[config.mk]
export PLATFORM = sky130hd
export DESIGN_NAME = instr_encoder_flat
export DESIGN_NICKNAME = d
export VERILOG_FILES = /design/src/rtl/instr_encoder_if.sv /design/src/rtl/instr_encoder.sv /design/src/flat_wrapper.sv
export SDC_FILE = /design/constraint.sdc
export NUM_CORES = 1
export LEC_CHECK = 0
export ABC_AREA = 1
export BUFFER_PORTS_ARGS = -buffer_cell sky130_fd_sc_hd__buf_4
export CORE_ASPECT_RATIO = 1.5
export CORE_UTILIZATION = 47
export CTS_CLUSTER_SIZE = 10
export DETAILED_ROUTE_END_ITERATION = 10
export PLACE_DENSITY = 0.77
export REMOVE_ABC_BUFFERS = 1
export SLEW_MARGIN = 5
export SYNTH_ARGS = -nofsm -noshare
export SYNTH_HDL_FRONTEND = slang
export SYNTH_SLANG_ARGS = --single-unit
[constraint.sdc]
create_clock -name clk_i -period 1.8 [get_ports clk_i]
set_input_delay 0.09 -clock clk_i [delete_from_list [all_inputs] [get_ports clk_i]]
set_output_delay 0.09 -clock clk_i [all_outputs]
set_load 0.005 [all_outputs]
[src/rtl/instr_encoder_if.sv]
// ---------------------------------------------------------------------------
// instr_encoder_if
//  Bundles the request handshake, the instruction-memory write port and the
//  status outputs of the instruction encoder / program loader.
//  Parameter:
//   ADDR_W       word-address width of the instruction memory
//  Signals:
//   start_i      open (or restart) a load window, one-cycle pulse
//   stop_i       close the load window, one-cycle pulse
//   req_valid_i  request present; req_ready_o accepts it
//   kind_i       0=R 1=ADDI 2=ORI 3=BEQ 4=LW 5=SW 6=J 7=illegal
//   rs_i/rt_i/rd_i/shamt_i/funct_i/imm_i/target_i  instruction fields
//   mem_we_o     instruction-memory write strobe
//   mem_addr_o   write word address
//   mem_wdata_o  encoded 32-bit instruction
//   count_o      words written in the current window
//   busy_o       load window open
//   err_cnt_o    illegal requests dropped
//  Modports: master (program source / host), slave (the encoder).
// ---------------------------------------------------------------------------
interface instr_encoder_if #(
   parameter int ADDR_W = 8
);
   logic              start_i;
   logic              stop_i;
   logic              req_valid_i;
   logic              req_ready_o;
   logic [2:0]        kind_i;
   logic [4:0]        rs_i;
   logic [4:0]        rt_i;
   logic [4:0]        rd_i;
   logic [4:0]        shamt_i;
   logic [5:0]        funct_i;
   logic [15:0]       imm_i;
   logic [25:0]       target_i;
   logic              mem_we_o;
   logic [ADDR_W-1:0] mem_addr_o;
   logic [31:0]       mem_wdata_o;
   logic [ADDR_W:0]   count_o;
   logic              busy_o;
   logic [7:0]        err_cnt_o;

   modport master (
      output start_i, stop_i, req_valid_i, kind_i, rs_i, rt_i, rd_i,
             shamt_i, funct_i, imm_i, target_i,
      input  req_ready_o, mem_we_o, mem_addr_o, mem_wdata_o, count_o,
             busy_o, err_cnt_o
   );

   modport slave (
      input  start_i, stop_i, req_valid_i, kind_i, rs_i, rt_i, rd_i,
             shamt_i, funct_i, imm_i, target_i,
      output req_ready_o, mem_we_o, mem_addr_o, mem_wdata_o, count_o,
             busy_o, err_cnt_o
   );
endinterface

[src/rtl/instr_encoder.sv]
// ---------------------------------------------------------------------------
// instr_encoder
//  Program loader: packs field-level instruction requests into 32-bit MIPS
//  words (R-type, ADDI, ORI, BEQ, LW, SW, J) and writes them into the
//  instruction memory, one word per accepted request, starting at BASE_ADDR
//  each time a load window is opened.
//  Parameters:
//   ADDR_W     word-address width of the instruction memory
//   BASE_ADDR  first word address of every load window
//  Ports:
//   clk_i      clock
//   rst_i      synchronous reset, active-high
//   bus        instr_encoder_if.slave (handshake, memory port, status)
//  Configuration macro:
//   ENCODER_CHECK_EN  when defined, kind 7 requests are accepted but dropped
//                     and counted in err_cnt_o; otherwise they are written
//                     as a NOP (all zeros) and err_cnt_o is tied to 0.
// ---------------------------------------------------------------------------
module instr_encoder #(
   parameter int ADDR_W    = 8,
   parameter int BASE_ADDR = 0
) (
   input logic            clk_i,
   input logic            rst_i,
   instr_encoder_if.slave bus
);

   typedef enum logic [1:0] {
      ST_IDLE,
      ST_LOAD,
      ST_FULL
   } state_t;

   localparam logic [5:0] OP_R    = 6'b000000;
   localparam logic [5:0] OP_ADDI = 6'b001000;
   localparam logic [5:0] OP_ORI  = 6'b001101;
   localparam logic [5:0] OP_BEQ  = 6'b000100;
   localparam logic [5:0] OP_LW   = 6'b100011;
   localparam logic [5:0] OP_SW   = 6'b101011;
   localparam logic [5:0] OP_J    = 6'b000010;

   localparam logic [ADDR_W-1:0] BASE     = ADDR_W'(BASE_ADDR);
   localparam logic [ADDR_W:0]   CNT_LAST = {1'b0, {ADDR_W{1'b1}}};
   localparam logic [ADDR_W:0]   CNT_MAX  = {1'b1, {ADDR_W{1'b0}}};

   state_t            state_q;
   state_t            state_d;
   logic              req_ready;
   logic              accept;
   logic              drop;
   logic              write_en;
   logic [31:0]       enc_word;
   logic              we_q;
   logic [ADDR_W-1:0] addr_q;
   logic [31:0]       wdata_q;
   logic [ADDR_W-1:0] ptr_q;
   logic [ADDR_W:0]   cnt_q;

   // Requests are only taken while loading; a start or stop in the same
   // cycle takes priority so a restarted window never begins mid-request.
   assign req_ready = (state_q == ST_LOAD) & ~bus.start_i & ~bus.stop_i;
   assign accept    = bus.req_valid_i & req_ready;

   // Illegal requests are either swallowed (checked build) or written as
   // an all-zero NOP like any other word.
`ifdef ENCODER_CHECK_EN
   assign drop = accept & (bus.kind_i == 3'd7);
`else
   assign drop = 1'b0;
`endif
   assign write_en = accept & ~drop;

   // Field packing. BEQ/LW/SW/ADDI/ORI share the I layout; kind 7 packs to 0.
   always_comb begin
      enc_word = '0;
      case (bus.kind_i)
         3'd0: enc_word = {OP_R, bus.rs_i, bus.rt_i, bus.rd_i, bus.shamt_i, bus.funct_i};
         3'd1: enc_word = {OP_ADDI, bus.rs_i, bus.rt_i, bus.imm_i};
         3'd2: enc_word = {OP_ORI, bus.rs_i, bus.rt_i, bus.imm_i};
         3'd3: enc_word = {OP_BEQ, bus.rs_i, bus.rt_i, bus.imm_i};
         3'd4: enc_word = {OP_LW, bus.rs_i, bus.rt_i, bus.imm_i};
         3'd5: enc_word = {OP_SW, bus.rs_i, bus.rt_i, bus.imm_i};
         3'd6: enc_word = {OP_J, bus.target_i};
         default: enc_word = '0;
      endcase
   end

   // Window state register.
   always_ff @(posedge clk_i) begin
      if (rst_i) begin
         state_q <= ST_IDLE;
      end else begin
         state_q <= state_d;
      end
   end

   // Window transitions. The last slot is recognised from the word count
   // rather than the address so a non-zero BASE_ADDR wraps correctly; the
   // move to FULL happens on the accept itself so ready drops immediately.
   always_comb begin
      state_d = state_q;
      case (state_q)
         ST_IDLE: begin
            if (bus.start_i) state_d = ST_LOAD;
         end
         ST_LOAD: begin
            if (bus.start_i)                           state_d = ST_LOAD;
            else if (bus.stop_i)                       state_d = ST_IDLE;
            else if (write_en && (cnt_q == CNT_LAST))  state_d = ST_FULL;
         end
         ST_FULL: begin
            if (bus.start_i)     state_d = ST_LOAD;
            else if (bus.stop_i) state_d = ST_IDLE;
         end
         default: state_d = ST_IDLE;
      endcase
   end

   // Write port and window pointer. An accepted word is registered so the
   // strobe appears exactly one cycle later; address/data hold afterwards.
   // Start cannot coincide with write_en, so pointer reload never races it.
   always_ff @(posedge clk_i) begin
      if (rst_i) begin
         we_q    <= 1'b0;
         addr_q  <= BASE;
         wdata_q <= '0;
         ptr_q   <= BASE;
         cnt_q   <= '0;
      end else begin
         we_q <= write_en;
         if (write_en) begin
            addr_q  <= ptr_q;
            wdata_q <= enc_word;
            ptr_q   <= ptr_q + 1'b1;
            if (cnt_q != CNT_MAX) cnt_q <= cnt_q + 1'b1;
         end
         if (bus.start_i) begin
            ptr_q <= BASE;
            cnt_q <= '0;
         end
      end
   end

`ifdef ENCODER_CHECK_EN
   logic [7:0] err_q;

   // Dropped-request counter, saturating, cleared with each new window.
   always_ff @(posedge clk_i) begin
      if (rst_i) begin
         err_q <= '0;
      end else if (bus.start_i) begin
         err_q <= '0;
      end else if (drop && (err_q != 8'hFF)) begin
         err_q <= err_q + 1'b1;
      end
   end

   assign bus.err_cnt_o = err_q;
`else
   assign bus.err_cnt_o = '0;
`endif

   assign bus.req_ready_o = req_ready;
   assign bus.mem_we_o    = we_q;
   assign bus.mem_addr_o  = addr_q;
   assign bus.mem_wdata_o = wdata_q;
   assign bus.count_o     = cnt_q;
   assign bus.busy_o      = (state_q != ST_IDLE);

endmodule
[src/flat_wrapper.sv]
// flat-port wrapper written by rule: the top's interface ports become plain ports
module instr_encoder_flat 
#(
   parameter int ADDR_W    = 8,
   parameter int BASE_ADDR = 0
)
  (clk_i, rst_i, bus_start_i, bus_stop_i, bus_req_valid_i, bus_kind_i, bus_rs_i, bus_rt_i, bus_rd_i, bus_shamt_i, bus_funct_i, bus_imm_i, bus_target_i, bus_req_ready_o, bus_mem_we_o, bus_mem_addr_o, bus_mem_wdata_o, bus_count_o, bus_busy_o, bus_err_cnt_o);
  instr_encoder_if #(.ADDR_W(ADDR_W)) bus_i ();
  input logic clk_i;
  input logic rst_i;
  input wire logic [$bits(bus_i.start_i)-1:0] bus_start_i;
  input wire logic [$bits(bus_i.stop_i)-1:0] bus_stop_i;
  input wire logic [$bits(bus_i.req_valid_i)-1:0] bus_req_valid_i;
  input wire logic [$bits(bus_i.kind_i)-1:0] bus_kind_i;
  input wire logic [$bits(bus_i.rs_i)-1:0] bus_rs_i;
  input wire logic [$bits(bus_i.rt_i)-1:0] bus_rt_i;
  input wire logic [$bits(bus_i.rd_i)-1:0] bus_rd_i;
  input wire logic [$bits(bus_i.shamt_i)-1:0] bus_shamt_i;
  input wire logic [$bits(bus_i.funct_i)-1:0] bus_funct_i;
  input wire logic [$bits(bus_i.imm_i)-1:0] bus_imm_i;
  input wire logic [$bits(bus_i.target_i)-1:0] bus_target_i;
  output wire logic [$bits(bus_i.req_ready_o)-1:0] bus_req_ready_o;
  output wire logic [$bits(bus_i.mem_we_o)-1:0] bus_mem_we_o;
  output wire logic [$bits(bus_i.mem_addr_o)-1:0] bus_mem_addr_o;
  output wire logic [$bits(bus_i.mem_wdata_o)-1:0] bus_mem_wdata_o;
  output wire logic [$bits(bus_i.count_o)-1:0] bus_count_o;
  output wire logic [$bits(bus_i.busy_o)-1:0] bus_busy_o;
  output wire logic [$bits(bus_i.err_cnt_o)-1:0] bus_err_cnt_o;
  assign bus_i.start_i = bus_start_i;
  assign bus_i.stop_i = bus_stop_i;
  assign bus_i.req_valid_i = bus_req_valid_i;
  assign bus_i.kind_i = bus_kind_i;
  assign bus_i.rs_i = bus_rs_i;
  assign bus_i.rt_i = bus_rt_i;
  assign bus_i.rd_i = bus_rd_i;
  assign bus_i.shamt_i = bus_shamt_i;
  assign bus_i.funct_i = bus_funct_i;
  assign bus_i.imm_i = bus_imm_i;
  assign bus_i.target_i = bus_target_i;
  assign bus_req_ready_o = bus_i.req_ready_o;
  assign bus_mem_we_o = bus_i.mem_we_o;
  assign bus_mem_addr_o = bus_i.mem_addr_o;
  assign bus_mem_wdata_o = bus_i.mem_wdata_o;
  assign bus_count_o = bus_i.count_o;
  assign bus_busy_o = bus_i.busy_o;
  assign bus_err_cnt_o = bus_i.err_cnt_o;
  instr_encoder #(.ADDR_W(ADDR_W), .BASE_ADDR(BASE_ADDR)) u_core (.clk_i(clk_i), .rst_i(rst_i), .bus(bus_i));
endmodule
==> results of run 1 <==
==> per-layer routing <==
metal	vias up	part of all wire, %	GRT usage (%)
li1	1692	-	-
met1	1503	39	25.4
met2	115	50	46.2
met3	22	6.9	6.25
met4	0	3.3	13.3
met5	-	0	0
==> cell families after synthesis <==
| logic type | share of synthesized area, % |
|---|---|
| xor gates and xnor gates | 0.869 |
| other | 0.124 |
| DFF | 39.1 |
| AOI/OAI and AO/OA | 11.3 |
| adders and majority gates | 1.66 |
| buffers and inverters | 9.76 |
| and+or+nand+nor | 37.3 |
==> path summary, 6_finish.rpt <==
path	slack, ps	depth (start not counted)	to	startpoint
max	280	7	u_core.bus.count_o[5]	u_core.state_q[0]
min	50	4	u_core.state_q[0]	bus_req_valid_i
max reg2reg	280	7	u_core.bus.count_o[5]	u_core.state_q[0]
min reg2reg	460	2	u_core.bus.mem_wdata_o[16]	u_core.bus.mem_wdata_o[16]
==> flip-flops by register name, indices dropped and copies added, names as in the netlist <==
| name | cells |
|---|---|
| u_core.bus.count_o | 9 |
| u_core.bus.mem_addr_o | 8 |
| u_core.bus.mem_wdata_o | 31 |
| u_core.bus.mem_we_o | 1 |
| u_core.ptr_q | 8 |
| u_core.state_q | 2 |
==> synthesized netlist by cell type <==
| library cell | count | share of area [%] |
|---|---|---|
| a21oi_1 | 49 | 8.1 |
| a21oi_2 | 3 | 0.87 |
| a31oi_1 | 1 | 0.21 |
| buf_1 | 1 | 0.12 |
| buf_2 | 4 | 0.66 |
| buf_4 | 15 | 3.7 |
| buf_6 | 2 | 0.74 |
| clkbuf_1 | 11 | 1.4 |
| clkbuf_2 | 1 | 0.17 |
| conb_1 | 1 | 0.12 |
| dfxtp_1 | 59 | 39 |
| ha_1 | 4 | 1.7 |
| inv_1 | 23 | 2.9 |
| inv_2 | 1 | 0.12 |
| nand2_1 | 175 | 22 |
| nand2_2 | 2 | 0.41 |
| nand2_4 | 1 | 0.37 |
| nand3_1 | 61 | 10 |
| nand3_2 | 1 | 0.33 |
| nand3b_1 | 2 | 0.50 |
| nand4_1 | 2 | 0.41 |
| nor2_1 | 18 | 2.2 |
| nor2_2 | 2 | 0.41 |
| nor2_4 | 1 | 0.37 |
| nor4_1 | 1 | 0.21 |
| o21a_1 | 1 | 0.25 |
| o21ai_0 | 11 | 1.8 |
| or2_2 | 1 | 0.21 |
| xnor2_1 | 1 | 0.29 |
| xor2_1 | 2 | 0.58 |
==> power by group <==
group          switching [mW]  internal [mW]
clock                   0.501          0.853
sequential            0.00631           1.32
combinational           0.165          0.174
total                   0.672           2.34
==> layout make-up <==
| cell class | instances | area [um2] |
|---|---|---|
| clock buffer | 12 | 155 |
| clock inverter | 4 | 72.6 |
| fill | 561 | 1980 |
| inverter | 24 | 90.1 |
| multi-input combinational | 348 | 1580 |
| sequential | 59 | 1180 |
| tap | 74 | 92.6 |
| timing repair buffer | 135 | 1030 |
==> worst register-to-register path, stage by stage (launching register included) <==
cell and delay (ps):
dfxtp_1 300, inv_1 60, nor2_1 150, nand3_2 120
buf_4 190, a21oi_1 370, nand2_1 100, a21oi_1 150
==> stage by stage <==
stage,power [mW],TNS [ps],std cells,util [%],setup WS (ps)
finish,3.02,0,656,68.0,283
global placement,1.69,0,639,64.1,327
global route,3.15,0,656,68.0,73.2
floorplan,1.48,-8580,431,-,-338
detailed placement,1.69,0,639,64.1,309
CTS,3.05,0,656,68.0,282
==> flow_metrics.tcl, run 1 <==
set metrics [dict create \
    clockBufferDepth 2 \
    syn_area_um2 3020 \
    drcViolationCount 0 \
    hold_viol_final 0 \
    skew_ps 5.35 \
    maxCapViolations 0 \
    initial_core_util_pct 49.0 \
    worst_slew_pin_slew_ps 599 \
    cp_top_family "compound AO/OA/AOI/OAI gates" \
    antenna_cells 0 \
    num_rows 35 \
    placed_cell_area_um2 3960 \
    cts.sinks 59 \
    crit_path_frequent_cell "a21oi_1" \
    cp.arrival_ps 1780 \
    grt_max_degree 35 \
    ant_nets 0 \
    core_um2 6170 \
    yosys_register_bits 59 \
    path_buf_inv 2 \
    finalSetupViolations 0 \
    clockRootBuffer "clkbuf_8" \
    grt_pass1_wl_um 13000 \
    final_cell_mix "nand2_1, buf_4, nand3_1" \
    synth_cell_types 30 \
    area_growth_pct 38.8 \
    cts_tree "built" \
    crit_fanout 8 \
    path_cells "inv_1 > nor2_1 > nand3_2 > buf_4 > a21oi_1 > nand2_1 > a21oi_1" \
    post-cts-setup-buffers 0 \
    ys.warnings.count 0 \
    final_area_um2 4200 \
    yosysSeqAreaShare_pct 39.1 \
    routedWlPerCell_um 13.0 \
    dp_hpwl_um 6330 \
    crit_path_end_kind "flip-flop" \
    critPathLaunchType "flip-flop" \
    vias_per_cell 5.08 \
    grt_setup_unrepaired "false" \
    critical_path_required_ps 2060 \
    drtPass1Iterations 4 \
    min_path_type "in2reg" \
    vdd_ir_drop_max_mv 0.803 \
    grt_use_total_pct 25.4 \
    die_h_um 100 \
    first_iter_violations 160 \
    portBuffers 126 \
    cts_made_buffers 9 \
    fp.dieArea_um2 6770 \
    num_vias 3332 \
    drt-total-wl_um 8530 \
    drive_gt1_share_pct 27.7 \
    status "finished clean" \
    nNetsFinal 657 \
    final_common_cell "nand2_1" \
    p_leak_nw 1.92 \
    synth_cells 457 \
    relSlewSlack_pct 60.0 \
    die_x_um 67.5 \
    slew_viol_final 0 \
    powerDensity_nw_per_um2 719 \
    max_freq_mhz 659 \
    ios 136 \
    grt_pass1_vias 2920 \
    ctsHoldBuffers 1 \
    syn_area_per_cell_um2 6.62 \
    max_stage_delay_ps 370 \
    overflow 0 \
    holdWs_ps 45.9 \
    fin_crit_ps 1520 \
    cts_resized 0 \
    globalplace.congestion 0.837 \
    clkLatencyLatePin_ps 340 \
    criticalPathCategory "reg2reg" \
    fin_crit_sh_pct 84.3 \
    antenna_found_initial 0 \
    clk_pin_slew_worst_paths_ps 60 \
    htree_levels 3 \
    slowest_stage "a21oi_1" \
]
No activity file was read; power rests on OpenSTA's default activity.
==> inputs of run 2 (changes only) <==
Clock period 1.8 ns to 1.4 ns, I/O delays scaled along.
==> flow_metrics.tcl, run 2 (synthesis results as in run 1) <==
set metrics [dict create \
    maxCapViolations 0 \
    die_x_um 67.5 \
    criticalPathCategory "reg2reg" \
    grt_pass1_vias 2994 \
    min_path_cells 4 \
    slew_viol_final 0 \
    path_cells "inv_1 > ha_1 > nand2_2 > nor2_4 > nand2_2 > nand2_4 > nand2_1 > nand3_1 > inv_1" \
    ios 136 \
    first_iter_violations 176 \
    min-delay-start "bus_stop_i" \
    area_growth_pct 44.3 \
    globalplace.congestion 0.864 \
    vdd_ir_drop_max_mv 0.685 \
    clockBufferDepth 2 \
    skew_ps 6.31 \
    worstReg2RegEnd "u_core.bus.count_o[8]" \
    die_h_um 100 \
    ant_nets 0 \
    overflow 0 \
    max_freq_mhz 736 \
    antenna_found_initial 0 \
    drive_gt1_share_pct 31.1 \
    clkLatencyLatePin_ps 340 \
    placed_cell_area_um2 4060 \
    min_path_type "in2reg" \
    final_area_um2 4360 \
    fin_crit_ps 1360 \
    nNetsFinal 669 \
    num_vias 3403 \
    grt_pass1_wl_um 13300 \
    max_stage_delay_ps 360 \
    critical_path_required_ps 1640 \
    drcViolationCount 0 \
    portBuffers 126 \
    crit_path_end_kind "flip-flop" \
    drtPass1Iterations 4 \
    post-cts-setup-buffers 0 \
    hold_viol_final 0 \
    cts.sinks 59 \
    min_to "u_core.state_q[1]" \
    slowest_stage "dfxtp_4" \
    final_cell_mix "nand2_1, buf_4, nand3_1" \
    core_um2 6170 \
    cts_made_buffers 9 \
    ff2ff_path_depth 9 \
    clk_pin_slew_worst_paths_ps 70 \
    final_common_cell "nand2_1" \
    routedWlPerCell_um 13.4 \
    layout_setup_ws_ps 41.2 \
    pre_cts_slack_ps -1.31 \
    r2r-start "u_core.bus.count_o[0]" \
    crit_fanout 8 \
    critPathLaunchType "flip-flop" \
    initial_core_util_pct 49.0 \
    antenna_cells 0 \
    grt_max_degree 34 \
    num_rows 35 \
    powerDensity_nw_per_um2 871 \
    fp.dieArea_um2 6770 \
    status "finished clean" \
    fin_crit_sh_pct 97.1 \
    largest_reg_flops 31 \
    worstSetupStartpoint "u_core.bus.count_o[0]" \
    cp.arrival_ps 1590 \
    dp_hpwl_um 6500 \
    htree_levels 3 \
    grt_use_total_pct 25.6 \
    r2r_slack_ps 40 \
    cts_tree "built" \
    p_leak_nw 1.98 \
    drt-total-wl_um 8940 \
    clockRootBuffer "clkbuf_8" \
    vias_per_cell 5.09 \
    holdWs_ps 27.1 \
    finalSetupViolations 0 \
]
run 2: per-stage QoR:
step	power, mW	util, %	TNS (ps)	instances
final	3.80	70.7	0	668
after global routing	3.95	70.7	-69.9	668
after CTS	3.82	69.5	-14.4	668
after detailed placement	2.18	65.8	-1.31	651
after global placement	2.17	65.8	0	651
after floorplan	1.90	-	-31500	431
run 2: area by class of cell:
cell class,count,area [um2]
tap,74,92.6
timing repair buffer,147,1140
clock buffer,10,128
clock inverter,6,80.1
multi-input combinational,348,1640
inverter,24,95.1
sequential,59,1190
fill,532,1810
run 2: metal layers:
layer,global-route usage (%),wire (um),up-vias
li1,-,-,1720
met1,26.6,3350,1525
met2,47.5,4730,139
met3,3.98,693,19
met4,12.6,170,0
met5,0,0,-
run 2: worst max path at each step:
stage | to | slack [ps] | cells past startpoint
2_1_floorplan | u_core.bus.count_o[0] | -740 | 7
6_report | u_core.bus.count_o[8] | 40 | 9
3_5_place_dp | u_core.bus.mem_wdata_o[27] | -1 | 7
4_1_cts | u_core.bus.mem_wdata_o[27] | -10 | 7
5_1_grt | u_core.bus.count_o[0] | -20 | 8
3_3_place_gp | u_core.ptr_q[5] | 90 | 8
run 2: where the power goes:
| group | leakage [nW] | total, mW | switching, mW | internal, mW |
|---|---|---|---|---|
| combinational | 1.40 | 0.451 | 0.218 | 0.232 |
| sequential | 0.478 | 1.70 | 0.00867 | 1.69 |
| clock | 0.110 | 1.65 | 0.660 | 0.989 |
run 2: worst max-delay path, delay by kind of cell, from the launching register on:
| family | cells | cell delay (ps) |
|---|---|---|
| buffers and inverters | 2 | 140 |
| flip-flops | 1 | 360 |
| adder cells (fa/ha/maj) | 1 | 180 |
| AND/OR/NAND/NOR | 6 | 570 |
run 2: repair_timing:
item | in CTS | in global routing
gates cloned | 0 | 0
gates resized for setup | 4 | 18
pin swaps | 2 | 3
hold buffers | 1 | 0
setup endpoints to repair | 3 | 50
endpoints found under the hold margin | 1 | 0
==> inputs of run 3 (changes only) <==
Settings changed: CORE_MARGIN set to 2.
==> flow_metrics.tcl, run 3 (synthesis results as in run 1) <==
set metrics [dict create \
    criticalPathCategory "reg2reg" \
    die_h_um 102 \
    overflow 0 \
    dp_hpwl_um 6740 \
    crit_path_end_kind "flip-flop" \
    p_leak_nw 1.96 \
    skew_ps 4.51 \
    critPathLaunchType "flip-flop" \
    grt_pass1_wl_um 14500 \
    post-cts-setup-buffers 0 \
    worstSetupStartpoint "u_core.bus.count_o[0]" \
    path_cells "ha_4 > nand3_4 > nor4_2 > ha_1 > nand2_1 > nand3_1 > inv_1" \
    hold_viol_final 0 \
    routedWlPerCell_um 13.5 \
    die_x_um 69.5 \
    core_um2 6170 \
    pre_cts_slack_ps 35.4 \
    multi_input_area_um2 1640 \
    cts.sinks 59 \
    fillers 529 \
    nNetsFinal 668 \
    drtPass1Iterations 4 \
    finalSetupViolations 0 \
    max_freq_mhz 759 \
    maxCapViolations 0 \
    max_stage_delay_ps 370 \
    final_cell_mix "nand2_1, buf_4, nand3_1" \
    total_power_mw 3.54 \
    clk_pin_slew_worst_paths_ps 60 \
    clockBufferDepth 2 \
    globalplace.congestion 0.896 \
    critical_path_required_ps 1680 \
    largest_reg_flops 31 \
    fin_crit_ps 1320 \
    final_cells 666 \
    powerDensity_nw_per_um2 821 \
    drcViolationCount 0 \
    register_area_um2 1190 \
    vdd_ir_drop_max_mv 0.660 \
    fin_crit_sh_pct 94.1 \
    vias_per_cell 5.18 \
    min-delay-start "bus_req_valid_i" \
    antenna_cells 0 \
    num_vias 3451 \
    ant_nets 0 \
    clkLatencyLatePin_ps 340 \
    r2r-start "u_core.bus.count_o[0]" \
    area_growth_pct 42.6 \
    first_iter_violations 175 \
    slew_viol_final 0 \
    grt_setup_unrepaired "false" \
    ios 136 \
    fp.dieArea_um2 7110 \
    drt-total-wl_um 8980 \
    cts_tree "built" \
    antenna_found_initial 0 \
    min_path_type "in2reg" \
    num_rows 35 \
    cts_made_buffers 9 \
    portBuffers 126 \
    drive_gt1_share_pct 30.9 \
    slowest_stage "dfxtp_4" \
    cp.arrival_ps 1600 \
    initial_core_util_pct 49.0 \
    final_common_cell "nand2_1" \
    grt_max_degree 30 \
    grt_use_total_pct 25.3 \
    htree_levels 3 \
    layout_setup_ws_ps 82.5 \
    grt_pass1_vias 3264 \
    clockRootBuffer "clkbuf_8" \
    crit_fanout 3 \
    status "finished clean" \
    post-place-cells 651 \
]
run 3: cell types whose count changed in the layout (fill, tap and decap cells not counted), moves of 2 or more:
cell	previous run	this run
clkbuf_8	9	12
clkinv_2	4	2
bufinv_16	2	0
buf_4	142	144
buf_6	2	0
run 3: cell type report:
type / count / share of cell area (%)
clock buffers: 13 / 3.92
clock inverters: 2 / 0.232
inverters: 24 / 2.20
multi-input cells: 348 / 38.0
flip-flops and latches: 59 / 27.5
well taps: 74 / 2.15
repair buffers: 146 / 26.0
run 3: report_power, final:
group | total (mW) | switching (mW) | internal, mW
combinational | 0.448 | 0.218 | 0.229
clock | 1.39 | 0.620 | 0.771
sequential | 1.70 | 0.00893 | 1.69
total | 3.54 | 0.847 | 2.69
run 3: repair_timing:
action                                  CTS  global route
hold buffers                              0             0
endpoints found under the setup margin    0            56
gates resized for setup                   0            19
run 3: path summary, 6_finish.rpt:
| path | to | slack, ps | cells after the start |
|---|---|---|---|
| setup / recovery | u_core.bus.count_o[8] | 80 | 7 |
| hold / removal | u_core.state_q[0] | 40 | 4 |
| hold reg to reg | u_core.bus.mem_addr_o[2] | 460 | 2 |
| setup reg to reg | u_core.bus.count_o[8] | 80 | 7 |
run 3: worst max-delay path: cells and delay by family (launching register included):
kind                     cells  cell delay [ps]
flip-flops                   1              370
AND/OR/NAND/NOR              4              440
buffers and inverters        1               50
adder cells (fa/ha/maj)      2              410
run 3: layer usage:
layer	track usage, %	wire (um)	up-vias
li1	-	-	1719
met1	28.3	3460	1559
met2	44.7	4470	146
met3	6.21	723	27
met4	13.3	323	0
met5	0	0	-
run 3: per-stage QoR:
stage / utilization (%) / setup TNS, ps / hold slack (ps) / area (um2)
after floorplan: - / -31500 / 132 / 2850
after CTS: 68.7 / 0 / 9.68 / 4240
final: 69.8 / 0 / 40.2 / 4310
after global placement: 65.8 / 0 / 367 / 4060
after detailed placement: 65.8 / 0 / 376 / 4060
after global routing: 69.8 / 0 / 44.0 / 4310
